`src/rtl/mc_controller.sv`:
```
// ============================================================================
// Module  : mc_controller
// Purpose : Multicycle ARM control unit with main FSM, instruction decoder and
//           conditional-execution logic for ADD/SUB/AND/ORR, LDR/STR and B.
// Option  : MC_CTRL_CMP_EN adds CMP (cmd 1010, S=1) as a flag-only SUB.
// Rev     : 1.0  initial release
// ============================================================================
`default_nettype none

module mc_controller #(
  parameter logic [3:0] FLAGS_RST = 4'b0000
) (
  input  logic        clk,
  input  logic        reset,
  input  logic [31:0] Instr,
  input  logic [3:0]  ALUFlags,
  output logic        PCWrite,
  output logic        MemWrite,
  output logic        RegWrite,
  output logic        IRWrite,
  output logic        AdrSrc,
  output logic [1:0]  RegSrc,
  output logic [1:0]  ALUSrcA,
  output logic [1:0]  ALUSrcB,
  output logic [1:0]  ResultSrc,
  output logic [1:0]  ImmSrc,
  output logic [1:0]  ALUControl
);

  localparam logic [3:0] S_FETCH   = 4'd0;
  localparam logic [3:0] S_DECODE  = 4'd1;
  localparam logic [3:0] S_MEMADR  = 4'd2;
  localparam logic [3:0] S_MEMRD   = 4'd3;
  localparam logic [3:0] S_MEMWB   = 4'd4;
  localparam logic [3:0] S_MEMWR   = 4'd5;
  localparam logic [3:0] S_EXECR   = 4'd6;
  localparam logic [3:0] S_EXECI   = 4'd7;
  localparam logic [3:0] S_ALUWB   = 4'd8;
  localparam logic [3:0] S_BRANCH  = 4'd9;
  localparam logic [3:0] S_UNKNOWN = 4'd10;

  localparam logic [3:0] c_CMD_AND = 4'b0000;
  localparam logic [3:0] c_CMD_SUB = 4'b0010;
  localparam logic [3:0] c_CMD_ADD = 4'b0100;
  localparam logic [3:0] c_CMD_CMP = 4'b1010;
  localparam logic [3:0] c_CMD_ORR = 4'b1100;

  logic [3:0] r_state;
  logic [3:0] w_next;
  logic [3:0] r_flags;
  logic       r_condex;

  logic [1:0] w_op;
  logic [5:0] w_funct;
  logic [3:0] w_cmd;
  logic       w_s;
  logic [3:0] w_rd;
  logic       w_dp_ok;
  logic       w_is_cmp;
  logic       w_cond_ok;
  logic       w_exec;
  logic [1:0] w_flagw;

  logic       w_nextpc;
  logic       w_branch;
  logic       w_regw;
  logic       w_memw;
  logic       w_irw;
  logic       w_pcs;
  logic       w_unused_bits;

  assign w_op    = Instr[27:26];
  assign w_funct = Instr[25:20];
  assign w_cmd   = w_funct[4:1];
  assign w_s     = w_funct[0];
  assign w_rd    = Instr[15:12];
  assign w_unused_bits = ^{Instr[19:16], Instr[11:0]};

  assign w_dp_ok = (w_cmd == c_CMD_ADD) || (w_cmd == c_CMD_SUB) ||
                   (w_cmd == c_CMD_AND) || (w_cmd == c_CMD_ORR);

`ifdef MC_CTRL_CMP_EN
  assign w_is_cmp = (w_cmd == c_CMD_CMP) && w_s;
`else
  assign w_is_cmp = 1'b0;
`endif

  // Condition evaluated against the registered flags only, never ALUFlags
  always_comb begin
    w_cond_ok = 1'b0;
    case (Instr[31:28])
      4'b0000: w_cond_ok = r_flags[2];
      4'b0001: w_cond_ok = ~r_flags[2];
      4'b0010: w_cond_ok = r_flags[1];
      4'b0011: w_cond_ok = ~r_flags[1];
      4'b0100: w_cond_ok = r_flags[3];
      4'b0101: w_cond_ok = ~r_flags[3];
      4'b0110: w_cond_ok = r_flags[0];
      4'b0111: w_cond_ok = ~r_flags[0];
      4'b1000: w_cond_ok = r_flags[1] & ~r_flags[2];
      4'b1001: w_cond_ok = ~r_flags[1] | r_flags[2];
      4'b1010: w_cond_ok = (r_flags[3] == r_flags[0]);
      4'b1011: w_cond_ok = (r_flags[3] != r_flags[0]);
      4'b1100: w_cond_ok = ~r_flags[2] & (r_flags[3] == r_flags[0]);
      4'b1101: w_cond_ok = r_flags[2] | (r_flags[3] != r_flags[0]);
      4'b1110: w_cond_ok = 1'b1;
      default: w_cond_ok = 1'b0;
    endcase
  end

  assign w_exec     = (r_state == S_EXECR) || (r_state == S_EXECI);
  assign w_flagw[1] = w_exec & w_s;
  assign w_flagw[0] = w_exec & w_s &
                      ((w_cmd == c_CMD_ADD) || (w_cmd == c_CMD_SUB) || w_is_cmp);

  always_ff @(posedge clk or negedge reset) begin
    if (!reset) begin
      r_state <= S_FETCH;
    end else begin
      r_state <= w_next;
    end
  end

  always_ff @(posedge clk or negedge reset) begin
    if (!reset) begin
      r_flags  <= FLAGS_RST;
      r_condex <= 1'b0;
    end else begin
      if (r_state == S_DECODE) begin
        r_condex <= w_cond_ok;
      end
      if (r_condex && w_flagw[1]) begin
        r_flags[3:2] <= ALUFlags[3:2];
      end
      if (r_condex && w_flagw[0]) begin
        r_flags[1:0] <= ALUFlags[1:0];
      end
    end
  end

  always_comb begin
    w_next = S_FETCH;
    case (r_state)
      S_FETCH:  w_next = S_DECODE;
      S_DECODE: begin
        case (w_op)
          2'b01:   w_next = S_MEMADR;
          2'b00:   w_next = (w_dp_ok || w_is_cmp) ?
                            (w_funct[5] ? S_EXECI : S_EXECR) : S_UNKNOWN;
          2'b10:   w_next = S_BRANCH;
          default: w_next = S_UNKNOWN;
        endcase
      end
      S_MEMADR: w_next = w_funct[0] ? S_MEMRD : S_MEMWR;
      S_MEMRD:  w_next = S_MEMWB;
      S_EXECR,
      S_EXECI:  w_next = w_is_cmp ? S_FETCH : S_ALUWB;
      default:  w_next = S_FETCH;
    endcase
  end

  always_comb begin
    w_nextpc   = 1'b0;
    w_branch   = 1'b0;
    w_regw     = 1'b0;
    w_memw     = 1'b0;
    w_irw      = 1'b0;
    AdrSrc     = 1'b0;
    ALUSrcA    = 2'b00;
    ALUSrcB    = 2'b00;
    ResultSrc  = 2'b00;
    ALUControl = 2'b00;
    case (r_state)
      S_FETCH: begin
        ALUSrcA   = 2'b01;
        ALUSrcB   = 2'b10;
        ResultSrc = 2'b10;
        w_irw     = 1'b1;
        w_nextpc  = 1'b1;
      end
      S_DECODE: begin
        ALUSrcA   = 2'b01;
        ALUSrcB   = 2'b10;
        ResultSrc = 2'b10;
      end
      S_MEMADR: ALUSrcB = 2'b01;
      S_MEMRD:  AdrSrc = 1'b1;
      S_MEMWB: begin
        ResultSrc = 2'b01;
        w_regw    = 1'b1;
      end
      S_MEMWR: begin
        AdrSrc = 1'b1;
        w_memw = 1'b1;
      end
      S_EXECR,
      S_EXECI: begin
        ALUSrcB = (r_state == S_EXECI) ? 2'b01 : 2'b00;
        case (w_cmd)
          c_CMD_SUB: ALUControl = 2'b01;
          c_CMD_AND: ALUControl = 2'b10;
          c_CMD_ORR: ALUControl = 2'b11;
          c_CMD_CMP: ALUControl = 2'b01;
          default:   ALUControl = 2'b00;
        endcase
      end
      S_ALUWB:  w_regw = 1'b1;
      S_BRANCH: begin
        ALUSrcB   = 2'b01;
        ResultSrc = 2'b10;
        w_branch  = 1'b1;
      end
      default: ;
    endcase
  end

  assign w_pcs     = w_branch | (w_regw & (w_rd == 4'hF));
  assign PCWrite   = reset & (w_nextpc | (w_pcs & r_condex));
  assign RegWrite  = reset & w_regw & r_condex;
  assign MemWrite  = reset & w_memw & r_condex;
  assign IRWrite   = reset & w_irw;
  assign RegSrc[0] = (w_op == 2'b10);
  assign RegSrc[1] = (w_op == 2'b01) & ~w_funct[0];
  assign ImmSrc    = w_op;

endmodule

`default_nettype wire

```
`config.mk`:
```
export PLATFORM = sky130hd
export DESIGN_NAME = mc_controller
export DESIGN_NICKNAME = d
export VERILOG_FILES = /design/src/rtl/mc_controller.sv
export SDC_FILE = /design/constraint.sdc
export NUM_CORES = 1
export LEC_CHECK = 0
export BUFFER_PORTS_ARGS = -buffer_cell sky130_fd_sc_hd__buf_2
export CAP_MARGIN = 30
export CORE_MARGIN = 3
export CORE_UTILIZATION = 38
export DETAILED_ROUTE_END_ITERATION = 8
export MAX_ROUTING_LAYER = met4
export PLACE_DENSITY_LB_ADDON = 0.08
export SLEW_MARGIN = 30
export SYNTH_ARGS = -nofsm -noshare
export SYNTH_HDL_FRONTEND = slang
export SYNTH_SLANG_ARGS = --single-unit
export TNS_END_PERCENT = 30
```
`constraint.sdc`:
```
create_clock -name clk -period 1.7 [get_ports clk]
set_clock_uncertainty 0.2 [all_clocks]
set_input_delay 0.085 -clock clk [delete_from_list [all_inputs] [get_ports clk]]
set_output_delay 0.085 -clock clk [all_outputs]
set_load 0.005 [all_outputs]
```
==> metrics.csv, run 1 <==
stage,metric,value,unit
layout,n_fill_cell,193,
placed_design,placedCellCount,165,
floorplanning,die_area,2890,um^2
min_path,min_path_cells,3,
pwr,p_int,0.871,mW
critical_path,crit_family,simple AND/OR/NAND/NOR gates,
min_path,min-delay-path-class,in2reg,
critical_path,cp_max_fo,4,
critical_path,critPathRequiredTime,1.62,ns
synthesis,synth_ff_type,dfrtp_1,
layout,area_delta_synth_final,44.9,%
global_routing,grt_pass1_vias,860,
floorplanning,start_util,42.0,%
route,drtIter0Drc,19,
synthesis,yosysMostFrequentCell,nor3_1,
synthesis,async_flop_share,100,%
synthesis,yosysWarnings,0,
route,drtAntennaViolNets,0,
critical_path,critPathLaunchType,flop,
synthesis,yosysUniqueCellTypes,39,
placed_design,place_hpwl,1670,um
critical_path,r2r-start,r_state[3],
pwr,ir_worst_vdd,913,uV
critical_path,critPathMaxStageDelay,0.56,ns
global_routing,grt_max_degree,13,
synthesis,syn_inst,103,
layout,fin_area,1250,um^2
timing,rsz0062_at_grt,true,
floorplanning,pin_count,55,
critical_path,cp.depth,4,
synthesis,synth_common_cells,"nor3_1 (11), dfrtp_1 (9), nand2_1 (9)",
layout,drive_gt1_share,45.0,%
pwr,p_sw,0.608,mW
route,drt-total-wl,2170,um
route,num_vias,901,
clocking,cts_tree,built,
outcome,status,"complete, but fails checks",
critical_path,cp-end-kind,flop,
layout,nNetsFinal,190,
clocking,cts-buffers-inserted,3,
critical_path,path_cells,or4b_4 > mux2_4 > o41ai_2 > o211ai_1,
timing,hold_viol,0,
layout,num_antenna_cells,0,
clocking,clock_path_buffers,2,
job,maxCapViolations,0,
timing,setup_ws,-0.111,ns
pwr,seqPwrFrac,23.5,%
synthesis,synth_area_leaders,"dfrtp_1 (26%), mux2_2 (6.5%), nor3_1 (6.4%), nand2_1 (3.9%), buf_4 (3.5%)",
floorplanning,coreArea,2060,um^2
critical_path,crit_buf_inv,0,
synthesis,avgSynthCellArea,8.41,um^2
critical_path,setup.worst_path.start,r_state[3],
synthesis,yosys.area.top_type_share,26.0,%
route,vias_per_cell,5.06,
clocking,cts_num_sinks,9,
synthesis,ys_seq_area_share,26.0,%
pwr,pwr-share-clk,10.6,%
outcome,violations,setup timing,
pwr,leakage,0.607,nW
placed_design,port_buffers,37,
timing,finalCritPeriodShare,107,%
pwr,p_per_area,1180,nW/um^2
global_routing,grt_overflow,0,
placed_design,dpl_cell_area,1090,um^2
global_routing,grt_pass1_wl,3640,um
floorplanning,die_h,53.7,um
synthesis,syn_area,866,um^2
timing,drv_slew,0,
clocking,clk_pin_slew,0.06,ns
synthesis,ys_ff_latch,9,
floorplanning,rows,16,
layout,finalNonFillerCells,178,
critical_path,arrival,1.73,ns
global_routing,grt.total_usage,17.2,%
critical_path,reg2reg_depth,4,
clocking,htreeDepth,1,
global_routing,antenna_found_initial,0,
min_path,min_from,Instr[27],
pwr,switching_share,41.1,%
critical_path,path_class,reg2reg,
timing,setup_viol,4,
route,firstDrtPassIters,4,
route,routedWlPerCell,12.2,um
critical_path,cpMaxStageDelayCell,or4b_4,
timing,finalCriticalPeriod,1.81,ns
synthesis,syn_nets,141,
clocking,cts-root-buf,clkbuf_4,
clocking,clk_latency,0.25,ns
pwr,combPwrFrac,65.9,%
synthesis,synth-edff-count,0,
placed_design,routabilityCongestion,0.811,
timing,hold_ws,0.00320,ns
floorplanning,die_w,53.7,um
timing,max_freq,552,MHz
route,drc,0,
synthesis,synth_top_area_cell,dfrtp_1,
[tightest hold or removal path, cell delays in order]
cell and delay, ns:
buf_2 0.11, a21oi_1 0.05, o21ai_0 0.17
[kinds of logic (layout without fill, tap and decap cells)]
family	after synthesis	after routing	synth area share [%]
buf+inv	17	65	10.3
xor+xnor	5	5	5.06
compound gates	22	22	19.9
flops	9	9	26.0
simple gates	41	41	26.3
mux	8	8	12.0
other cells	1	1	0.433
[flip-flops by register name, summed over array words and instances (netlist names)]
register	count
r_condex	1
r_flags	4
r_state	4
[final timing paths]
check / to / slack (ns)
hold / removal: r_state[3] / 0.003
min in group asynchronous: r_flags[1] / 0.12
hold reg to reg: r_flags[0] / 0.39
setup reg to reg: r_condex / -0.11
setup / recovery: r_condex / -0.11
max in group asynchronous: r_flags[3] / 0.91
[power groups by stage]
stage	sequential, mW	clock, mW	combinational [mW]
after floorplan	0.333	0	0.616
after global placement	0.345	0	0.858
after detailed placement	0.347	0	0.865
after CTS	0.345	0.164	0.969
after global routing	0.358	0.173	1.09
final	0.348	0.156	0.974
[per-stage QoR]
step	setup WS, ns	power, mW	setup TNS (ns)	utilization, %
after floorplan	-0.0377	0.949	-0.0377	-
after global placement	-0.102	1.20	-0.293	52.7
after detailed placement	-0.116	1.21	-0.322	52.7
after CTS	-0.108	1.48	-0.304	60.1
after global routing	-0.192	1.62	-0.886	60.9
final	-0.111	1.48	-0.308	60.9
[cells in the final DEF (no fill, tap or decap), types with 2 or more instances in the layout]
master,instances
xnor2_1,2
nand2_1,9
nor4_1,2
o21ai_0,2
dfrtp_1,9
o22a_1,2
mux2_2,5
buf_2,37
a21oi_1,3
a21o_1,3
o211ai_1,2
xor2_1,3
nand3_1,2
inv_1,5
nor2_1,2
a211oi_1,2
dlygate4sd3_1,7
nand4_1,2
nor3_1,10
nor4_2,2
clkbuf_4,3
buf_4,10
nor2b_1,3
nand2b_4,2
[final cells by class]
type	instances	area, um^2	area share [%]
sequential	9	225	17.9
timing repair buffer	55	342	27.2
tap	27	33.8	2.69
inverter	6	22.5	1.79
clock buffer	4	26.3	2.09
multi-input combinational	77	606	48.3
[routing by layer]
metal | track usage (%) | up-vias | wire length (um)
met4 | 1.28 | 0 | 0
met5 | - | - | 0
met1 | 23.0 | 408 | 1030
li1 | - | 472 | -
met3 | 3.32 | 0 | 106
met2 | 27.8 | 21 | 1030
[what timing repair did]
action / CTS / global route
gates resized for setup: 8 / 3
setup endpoints to repair: 5 / 8
hold buffers: 7 / 0
endpoints found under the hold margin: 15 / 0
pin swaps: 2 / 3
setup buffers: 1 / 1
(Power assumes the default switching activity.)
==> run 2, diff against run 1 <==
--- a/config.mk
+++ b/config.mk
@@ -10,6 +10,7 @@
 export CORE_MARGIN = 3
 export CORE_UTILIZATION = 38
 export DETAILED_ROUTE_END_ITERATION = 8
+export HOLD_SLACK_MARGIN = 0.02
 export MAX_ROUTING_LAYER = met4
 export PLACE_DENSITY_LB_ADDON = 0.08
 export SLEW_MARGIN = 30
==> run 2 against run 1 <==
The run still ends with setup timing left. Combinational power about the same. Global-route usage grew 0.12 points. Wire length increased by 0.37%. Clock power about the same. Power about the same. Cell area rose by 0.80%. Worst setup slack improved by 0.00057 ns. Sequential cell count unchanged. Largest cell class unchanged.
==> metrics.csv, run 2 (synthesized netlist as in run 1, its figures left out) <==
stage,metric,value,unit,change
layout,fin_area,1260,um^2,+0.80%
critical_path,cp_max_fo,4,,unchanged
timing,drv_slew,0,,unchanged
timing,rsz0062_at_grt,true,,
critical_path,cp-end-kind,flop,,
layout,finalNonFillerCells,179,,+0.56%
clocking,cts-root-buf,clkbuf_4,,
timing,hold_ws,0.0426,ns,+0.0394 ns
layout,final_common_cell,buf_2,,
critical_path,critPathRequiredTime,1.62,ns,about the same
floorplanning,die_area,2890,um^2,unchanged
pwr,leakage,0.611,nW,+0.69%
route,wl_met3,108,um,+1.9%
timing,setup_viol,4,,unchanged
clocking,clk_pin_slew,0.06,ns,about the same
clocking,htreeDepth,1,,unchanged
critical_path,path_class,reg2reg,,
layout,top_regs,"r_flags: 4 flops, r_state: 4 flops, r_condex: 1 flops",,
pwr,p_per_area,1170,nW/um^2,-0.71%
route,drc,0,,unchanged
layout,num_antenna_cells,0,,unchanged
timing,finalCriticalPeriod,1.81,ns,-0.000573 ns
global_routing,antenna_found_initial,0,,unchanged
global_routing,grt_pass1_wl,3660,um,+0.58%
timing,max_freq,552,MHz,about the same
floorplanning,start_util,42.0,%,unchanged
global_routing,grt_pass1_vias,865,,+0.58%
clocking,cts_tree,built,,
route,drt-met1-wl,1020,um,-0.78%
floorplanning,rows,16,,unchanged
global_routing,grt_overflow,0,,unchanged
clocking,clk_latency,0.25,ns,about the same
route,routedWlPerCell,12.2,um,-0.19%
route,num_vias,911,,+1.1%
min_path,min-delay-path-class,in2reg,,
critical_path,arrival,1.73,ns,about the same
placed_design,port_buffers,37,,unchanged
layout,n_fill_cell,192,,-0.52%
outcome,violations,setup timing,,
layout,multiInputGateArea,606,um^2,unchanged
layout,nNetsFinal,191,,+0.53%
clocking,cts-buffers-inserted,3,,unchanged
floorplanning,pin_count,55,,unchanged
timing,hold_viol,0,,unchanged
route,drt-total-wl,2180,um,+0.37%
placed_design,dpl_cell_area,1090,um^2,unchanged
pwr,ir_worst_vdd,912,uV,-0.10%
pwr,power,1.48,mW,about the same
layout,area_delta_synth_final,46.1,%,
job,maxCapViolations,0,,unchanged
route,vias_per_cell,5.09,,+0.55%
placed_design,placedCellCount,165,,unchanged
floorplanning,coreArea,2060,um^2,unchanged
clocking,cts_num_sinks,9,,unchanged
timing,finalCritPeriodShare,107,%,about the same
route,drtIter0Drc,19,,unchanged
placed_design,place_hpwl,1670,um,unchanged
route,drtAntennaViolNets,0,,unchanged
placed_design,routabilityCongestion,0.811,,unchanged
timing,setup_ws,-0.111,ns,+0.000573 ns
floorplanning,die_w,53.7,um,unchanged
route,top_layer_used,met3,,
layout,area.sequential,225,um^2,unchanged
outcome,status,"complete, but fails checks",,
route,firstDrtPassIters,4,,unchanged
route,met2_length,1050,um,+1.5%
global_routing,grt.total_usage,17.3,%,+0.12 points
global_routing,grt_max_degree,13,,unchanged
layout,final_cell_mix,"buf_2 (37), nor3_1 (10), buf_4 (10)",,
floorplanning,die_h,53.7,um,unchanged
clocking,clock_path_buffers,2,,unchanged
critical_path,critPathLaunchType,flop,,
layout,drive_gt1_share,44.7,%,-0.30 points
## run 2: cell count changes in the layout (fill, tap and decap cells not counted)
cell	delta
dlygate4sd3_1	+1
## run 2: area by class of cell
cell class / instances / area share (%)
clock buffers: 4 / 2.08
inverters: 6 / 1.78
multi-input cells: 77 / 47.9
flip-flops and latches: 9 / 17.8
well taps: 27 / 2.67
repair buffers: 56 / 27.8
## run 2: metal layers
layer | global-route usage (%) | up-vias
li1 | - | 476
met1 | 23.0 | 412
met2 | 28.2 | 23
met3 | 3.32 | 0
met5 | - | -
met4 | 1.28 | 0
## run 2: final timing paths
check	from	endpoint	slack, ns	cells past startpoint
max in group asynchronous	reset	r_flags[3]	0.91	2
setup reg to reg	r_state[3]	r_condex	-0.11	4
setup / recovery	r_state[3]	r_condex	-0.11	4
hold / removal	Instr[20]	r_state[1]	0.04	4
min in group asynchronous	reset	r_flags[1]	0.13	2
hold reg to reg	r_flags[0]	r_flags[0]	0.39	1
## run 2: what timing repair did
action,CTS,global route
hold buffers,8,0
pin swaps,2,3
endpoints found under the setup margin,5,8
resized for setup,8,3
endpoints found under the hold margin,16,0
setup buffers,1,1
## run 2: worst max-delay path, cell delays in order, from the launching register on
cell and delay [ns]:
dfrtp_1 0.40, or4b_4 0.56, mux2_4 0.33, o41ai_2 0.05, o211ai_1 0.14
## run 2: per-stage QoR
| stage | setup slack (ns) | setup TNS, ns | utilization [%] |
|---|---|---|---|
| 6_report | -0.111 | -0.302 | 61.3 |
| 5_1_grt | -0.192 | -0.886 | 61.3 |
| 4_1_cts | -0.108 | -0.304 | 60.6 |
| 3_5_place_dp | -0.116 | -0.322 | 52.7 |
| 3_3_place_gp | -0.102 | -0.293 | 52.7 |
| 2_1_floorplan | -0.0377 | -0.0377 | - |
## run 2: report_power, final
group          total, mW  switching [mW]  internal (mW)
Clock              0.156          0.0666         0.0899
Combinational      0.976           0.481          0.495
Sequential         0.347          0.0602          0.287
Total               1.48           0.607          0.872
